## src/rtl/wb_arbiter_if.sv

```systemverilog
// Bundle between the execution units and the write-back arbiter. The units
// present results on this bus, and the arbiter returns grants and the registered write port.
interface wb_arbiter_if #(
    parameter int NUM_UNITS   = 4,
    parameter int RS_ID_WIDTH = 5
);
    logic [0:NUM_UNITS-1]                   unit_valid;
    logic [0:NUM_UNITS-1][0:4]              unit_addr;
    logic [0:NUM_UNITS-1][0:31]             unit_value;
    logic [0:NUM_UNITS-1][0:RS_ID_WIDTH-1]  unit_rs_id;
    logic [0:NUM_UNITS-1]                   unit_ready;
    logic                                   wb_hold;
    logic                                   write_enable;
    logic [0:4]                             write_addr;
    logic [0:31]                            write_value;
    logic [0:RS_ID_WIDTH-1]                 write_rs_id;

    modport master (
        output unit_valid, unit_addr, unit_value, unit_rs_id, wb_hold,
        input  unit_ready, write_enable, write_addr, write_value, write_rs_id
    );

    modport slave (
        input  unit_valid, unit_addr, unit_value, unit_rs_id, wb_hold,
        output unit_ready, write_enable, write_addr, write_value, write_rs_id
    );
endinterface

```

## src/rtl/wb_arbiter.sv

```systemverilog
// Round-robin arbiter for the register-file write port. It issues a combinational
// one-hot grant and drives a registered write strobe in the next cycle.
module wb_arbiter #(
    parameter int NUM_UNITS   = 4,
    parameter int RS_ID_WIDTH = 5
) (
    input  logic         clk,
    input  logic         rst,
    wb_arbiter_if.slave  bus
);
    localparam int PTR_W = (NUM_UNITS > 1) ? $clog2(NUM_UNITS) : 1;
    localparam logic [PTR_W:0]   NUM_EXT  = (PTR_W+1)'(NUM_UNITS);
    localparam logic [PTR_W-1:0] LAST_IDX = PTR_W'(NUM_UNITS - 1);

    logic [PTR_W-1:0]       rr_ptr_q, rr_ptr_d;
    logic [PTR_W-1:0]       grant_idx;
    logic                   grant_vld;
    logic [PTR_W:0]         cand;
    logic [0:NUM_UNITS-1]   ready;

    logic                   write_enable_q, write_enable_d;
    logic [0:4]             write_addr_q, write_addr_d;
    logic [0:31]            write_value_q, write_value_d;
    logic [0:RS_ID_WIDTH-1] write_rs_id_q, write_rs_id_d;

    // Search from rr_ptr upward with wrap; the first valid unit wins.
    always_comb begin
        grant_vld = 1'b0;
        grant_idx = '0;
        cand      = '0;
        ready     = '0;
        for (int k = 0; k < NUM_UNITS; k++) begin
            cand = {1'b0, rr_ptr_q} + (PTR_W+1)'(k);
            if (cand >= NUM_EXT) begin
                cand = cand - NUM_EXT;
            end
            if (!grant_vld && bus.unit_valid[cand[PTR_W-1:0]]) begin
                grant_vld = 1'b1;
                grant_idx = cand[PTR_W-1:0];
            end
        end
        if (rst || bus.wb_hold) begin
            grant_vld = 1'b0;
        end
        if (grant_vld) begin
            ready[grant_idx] = 1'b1;
        end
    end

    always_comb begin
        rr_ptr_d       = rr_ptr_q;
        write_enable_d = grant_vld;
        write_addr_d   = write_addr_q;
        write_value_d  = write_value_q;
        write_rs_id_d  = write_rs_id_q;
        if (grant_vld) begin
            rr_ptr_d      = (grant_idx == LAST_IDX) ? '0 : grant_idx + 1'b1;
            write_addr_d  = bus.unit_addr[grant_idx];
            write_value_d = bus.unit_value[grant_idx];
            write_rs_id_d = bus.unit_rs_id[grant_idx];
        end
    end

    always_ff @(posedge clk) begin
        if (rst) begin
            rr_ptr_q       <= '0;
            write_enable_q <= 1'b0;
            write_addr_q   <= '0;
            write_value_q  <= '0;
            write_rs_id_q  <= '0;
        end else begin
            rr_ptr_q       <= rr_ptr_d;
            write_enable_q <= write_enable_d;
            write_addr_q   <= write_addr_d;
            write_value_q  <= write_value_d;
            write_rs_id_q  <= write_rs_id_d;
        end
    end

    assign bus.unit_ready   = ready;
    assign bus.write_enable = write_enable_q;
    assign bus.write_addr   = write_addr_q;
    assign bus.write_value  = write_value_q;
    assign bus.write_rs_id  = write_rs_id_q;
endmodule

```

## src/flat_wrapper.sv

```systemverilog
// flat-port wrapper written by rule: the top's interface ports become plain ports
module wb_arbiter_flat 
#(
    parameter int NUM_UNITS   = 4,
    parameter int RS_ID_WIDTH = 5
)
  (clk, rst, bus_unit_valid, bus_unit_addr, bus_unit_value, bus_unit_rs_id, bus_wb_hold, bus_unit_ready, bus_write_enable, bus_write_addr, bus_write_value, bus_write_rs_id);
  wb_arbiter_if #(.NUM_UNITS(NUM_UNITS), .RS_ID_WIDTH(RS_ID_WIDTH)) bus_i ();
  input  logic clk;
  input  logic rst;
  input wire logic [$bits(bus_i.unit_valid)-1:0] bus_unit_valid;
  input wire logic [$bits(bus_i.unit_addr)-1:0] bus_unit_addr;
  input wire logic [$bits(bus_i.unit_value)-1:0] bus_unit_value;
  input wire logic [$bits(bus_i.unit_rs_id)-1:0] bus_unit_rs_id;
  input wire logic [$bits(bus_i.wb_hold)-1:0] bus_wb_hold;
  output wire logic [$bits(bus_i.unit_ready)-1:0] bus_unit_ready;
  output wire logic [$bits(bus_i.write_enable)-1:0] bus_write_enable;
  output wire logic [$bits(bus_i.write_addr)-1:0] bus_write_addr;
  output wire logic [$bits(bus_i.write_value)-1:0] bus_write_value;
  output wire logic [$bits(bus_i.write_rs_id)-1:0] bus_write_rs_id;
  assign bus_i.unit_valid = bus_unit_valid;
  assign bus_i.unit_addr = bus_unit_addr;
  assign bus_i.unit_value = bus_unit_value;
  assign bus_i.unit_rs_id = bus_unit_rs_id;
  assign bus_i.wb_hold = bus_wb_hold;
  assign bus_unit_ready = bus_i.unit_ready;
  assign bus_write_enable = bus_i.write_enable;
  assign bus_write_addr = bus_i.write_addr;
  assign bus_write_value = bus_i.write_value;
  assign bus_write_rs_id = bus_i.write_rs_id;
  wb_arbiter #(.NUM_UNITS(NUM_UNITS), .RS_ID_WIDTH(RS_ID_WIDTH)) u_core (.clk(clk), .rst(rst), .bus(bus_i));
endmodule
```

## config.mk

```make
export PLATFORM = sky130hd
export DESIGN_NAME = wb_arbiter_flat
export DESIGN_NICKNAME = d
export VERILOG_FILES = /design/src/rtl/wb_arbiter_if.sv /design/src/rtl/wb_arbiter.sv /design/src/flat_wrapper.sv
export SDC_FILE = /design/constraint.sdc
export NUM_CORES = 1
export LEC_CHECK = 0
export ABC_CLOCK_PERIOD_IN_PS = 2100
export CORE_UTILIZATION = 36
export DETAILED_ROUTE_END_ITERATION = 10
export PLACE_DENSITY = 0.83
export SETUP_SLACK_MARGIN = 0.2
export SLEW_MARGIN = 20
export SYNTH_ARGS = -nofsm -noshare
export SYNTH_HDL_FRONTEND = slang
export SYNTH_SLANG_ARGS = --single-unit
```

## constraint.sdc

```tcl
create_clock -name clk -period 2.1 [get_ports clk]
set_input_delay 0.21 -clock clk [delete_from_list [all_inputs] [get_ports clk]]
set_output_delay 0.21 -clock clk [all_outputs]
set_load 0.1 [all_outputs]
```

-- Yosys cells after proc, flatten, opt, wreduce, memory -nomap -nowiden
Cells that the tools add are included.
- bits in registers: 45
- bits of input ports: 175
- logic and storage cells: 75
- output and inout port bits: 47
- bitwise logic cells: 5
- eq/ne operators: 1
- $add $sub $neg: 8
- muxes and demuxes: 38
- $lt $le $gt $ge: 10
- reduce and logical (&&, ||, !) cells: 8
- operators with widths (operator ; count):
    $bmux 32 s2 ; 1
    $mux 32 ; 2
    $ge 3x3->1 const B ; 8
    $bmux 5 s2 ; 2
    $mux 5 ; 4
    $mux 2 ; 9
    $not 2->3 ; 5
    $mux 1 ; 14
    $bmux 1 s2 ; 4
    $sub 2x1->2 const B ; 4
    $add 2x2->3 const B ; 2
    $logic_and 1x1->1 ; 4
    $mux 4 ; 1
    $add 2x1->3 const B ; 1
    $ge 2x3->1 const B ; 1
    $logic_not 1->1 ; 3
    $lt 3x1->1 const B ; 1
    $add 2x1->2 const B ; 1
    $demux 1 s2 ; 1
    $eq 2x2->1 const B ; 1
    $logic_or 1x1->1 ; 1

-- Depth between registers and ports, before layout
- word-level depth: 22
- depth in mapped cells: 7
- mapped depth without buffers: 5

-- Worst setup path after synthesis
OpenSTA, ideal clock, no wires.
- kind: register to output
- from: register u_core.rr_ptr_q[0]
- to: output port bus_unit_ready[0]
- path buffers: 2
- required time: 1890 ps
- setup slack: -660 ps
- data arrival time: 2550 ps
- cell stages (with the launch flop): 8
- cells stage by stage: dfxtp_1 -> nor2b_2 -> nor4b_4 -> or2_1 -> buf_4 -> nand2_4 -> buf_6 -> nor2_1
- cells in the longest elaborated chain, start to end: 22
- elaborated cells between the ends (all ways): 53
- those cells by class: add/sub: 7; order compare: 6; mux: 28; bitwise: 5; reduce/logical: 7
- RTL lines (what ; line ; source):
    start: declaration ; wb_arbiter.sv:15 ; logic [PTR_W-1:0] rr_ptr_q, rr_ptr_d;
    start signal: assignment ; wb_arbiter.sv:72 ; rr_ptr_q <= rr_ptr_d;
    parallel branches: the longest is 21 deep, another holds $add 2x1->3 ; - ;
    $mux 4 * ; wb_arbiter.sv:45 ; if (grant_vld) begin
    end: declaration ; flat_wrapper.sv:16 ; output wire logic [$bits(bus_i.unit_ready)-1:0] bus_unit_ready;
Every way passes the cells marked *. The select of a mux whose other input is x is not followed.

-- Final worst setup path
- from: register u_core.rr_ptr_q[0]
- to: output port bus_unit_ready[2]
Same word-level chain as after synthesis.

==> flow_summary.toml <==
[clocking]
cts_buffer_depth = 2
cts_max_level = 2
tritoncts = "done"
clock-root-buffer = "clkbuf_8"
path_clk_slew_ns = 0.08
cts_sinks = 45
clock_latency_ns = 0.29
cts_hold_buf = 0
numCtsBuffers = 5

[timing]
setup_viol = 0
final_max_slew_viol_count = 0
period_minus_slack_ns = 1.91
finalCritPeriodShare = 0.909
fmax_ghz = 0.524
hold_viol_final = 0
worst_pin_slew_ns = 0.383
rsz0062_at_grt = "true"
clock_skew_ns = 0.00584
max_slew_margin = 0.744
setup_tns_ns = 0
hold_ws_ns = 0.479

[detailed_routing]
wl_met2_um = 6090
remaining_drc_errors = 0
antenna_left = 0
dr.max_layer_used = "met4"
first_pass_iters = 4
wl_met3_um = 681
wirelength_um = 11300
drtIter0Drc = 70
vias = 3617
met1_length_um = 4320
routed_via_density = 5.30
wl_per_cell_um = 16.6

[worst_hold_path]
hp-class = "flop to flop"

[grt]
globalRouteOverflowTotal = 0
grt_max_degree = 83
antenna_found_initial = 0
grt_usage = 0.242
grt_first_pass_wirelength_um = 18400
grt_pass1_vias = 3777

[synthesis]
synth_edf_count = 0
synth_area_leaders = "dfxtp_1 (28%), o211ai_2 (15%), mux2i_1 (13%)"
synth_top_family_by_area = "compound AO/OA/AOI/OAI gates"
ys_seq_elements = 45
synth_cell_types = 30
ys.flop_type = "dfxtp_1"
syn-cell-area_um2 = 3230
syn_area_per_cell_um2 = 8.87
synth_top_area_cell = "dfxtp_1"
syn-num-nets = 539
synth-simple-area-share = 0.187
synthMuxAreaShare = 0.127
synth_fa_ha_area_frac = 0
synthCells = 364
synth-warning-count = 0
synth-xor-area-share = 0
yosysSeqAreaShare = 0.279
synth_compound_area_frac = 0.337
synth_top_area_frac = 0.279
synth_async_sr_flop_share = 0

[final_layout]
area.growth.synth_to_final_pct = 75.0
multi_input_area_um2 = 2180
layout-drive-gt1-share = 0.228
post_layout_nonfiller_instances = 683
n_antenna_cell = 0
nNetsFinal = 750
final_common_cell = "clkdlybuf4s50_1"
area.sequential_um2 = 908
fin_util = 0.648
final_cell_mix = "clkdlybuf4s50_1 (170), buf_4 (58), nand2_1 (45)"
fillCellCount = 748

[critical_path]
crit_arrival_ns = 1.70
crit_path_cell_trace = "nor2b_4 -> a211o_2 -> and2_4 -> buf_4 -> nor2_4 -> buf_12"
end_kind = "output port"
start_kind = "flop"
worstPathMaxFanout = 5
slowest_stage = "dfxtp_4"
crit_required_ns = 1.89
crit_type = "flop to output port"
cpPeakStageDelay_ns = 0.39

[place]
dp_hpwl_um = 8740
gp_congestion = 0.836
place.port_buffers = 221
dpl.cell_count = 676

[power_and_ir_drop]
vdd_drop_max_uv = 382
p_leak_nw = 2.44
finalPower_mw = 3.45
pwr_density_cell_nw_per_um2 = 610

[floorplan]
die_h_um = 96.7
rows = 34
pin_count = 222
die_w_um = 96.7
start_util = 0.370
core_um2 = 8720
fp.dieArea_um2 = 9350

[run]
drv_cap = 0

[outcome]
status = "finished, final reports clean"
## state kept, by name, indices dropped and copies added (netlist names)
name,count
u_core.bus.write_value,32
u_core.rr_ptr_q,2
u_core.bus.write_addr,5
u_core.bus.write_enable,1
u_core.bus.write_rs_id,5
## critical path, delay by kind of cell, from the launching register on
family                 cells  cell delay, ns
AO/OA/AOI/OAI              1            0.33
buffers and inverters      2            0.34
flip-flops                 1            0.39
AND/OR/NAND/NOR            3            0.34
## per-layer routing
metal | vias up | GRT usage
met5 | - | 0
met4 | 0 | 0.0918
met3 | 19 | 0.0470
met2 | 143 | 0.463
met1 | 1704 | 0.259
li1 | 1751 | -
## metrics by stage
stage / setup slack [ns] / instance area [µm²]
4_1_cts: 0.133 / 5650
6_report: 0.191 / 5650
2_1_floorplan: 0.173 / 3280
3_5_place_dp: -0.0715 / 5550
5_1_grt: 0.104 / 5650
3_3_place_gp: -0.0215 / 5550
## where the power goes
group	internal, mW	total, mW	switching (mW)	leakage (nW)
logic	0.706	1.88	1.18	2.02
registers	0.953	1.01	0.0598	0.372
clock network	0.262	0.550	0.288	0.0443
## logic make-up after synthesis
group | after synthesis
compound gates | 133
mux | 41
buf+inv | 38
flops | 45
simple gates | 107
## cell type report
type                            count  area share
Timing Repair Buffer              240       0.413
Multi-Input combinational cell    281       0.386
Sequential cell                    45       0.161
Tap cell                          108      0.0239
Clock buffer                        7      0.0153
Inverter                            2     0.00133
## cell usage after synthesis, types with 3 or more instances
| library cell | instances |
|---|---|
| buf_2 | 5 |
| and2_1 | 3 |
| o21ai_0 | 10 |
| dfxtp_1 | 45 |
| a21boi_0 | 41 |
| and3_1 | 41 |
| o211ai_2 | 38 |
| o211ai_1 | 5 |
| buf_6 | 10 |
| nor2b_2 | 3 |
| mux2i_1 | 41 |
| nor2_1 | 7 |
| clkbuf_1 | 20 |
| o21ai_1 | 33 |
| nand2_1 | 45 |
## timing repair
action                     in CTS  in global routing
gates resized for setup        10                  2
setup buffers                   0                  0
pin swaps                       3                  4
setup endpoints to repair       4                  4
## final timing paths
path | from | endpoint | slack [ns] | cells after the start
max | u_core.rr_ptr_q[0] | bus_unit_ready[2] | 0.19 | 6
min | u_core.bus.write_value[28] | u_core.bus.write_value[28] | 0.48 | 2
max reg2reg | u_core.rr_ptr_q[0] | u_core.bus.write_value[25] | 0.38 | 6
min reg2reg | u_core.bus.write_value[28] | u_core.bus.write_value[28] | 0.48 | 2
(Power assumes the default switching activity.)
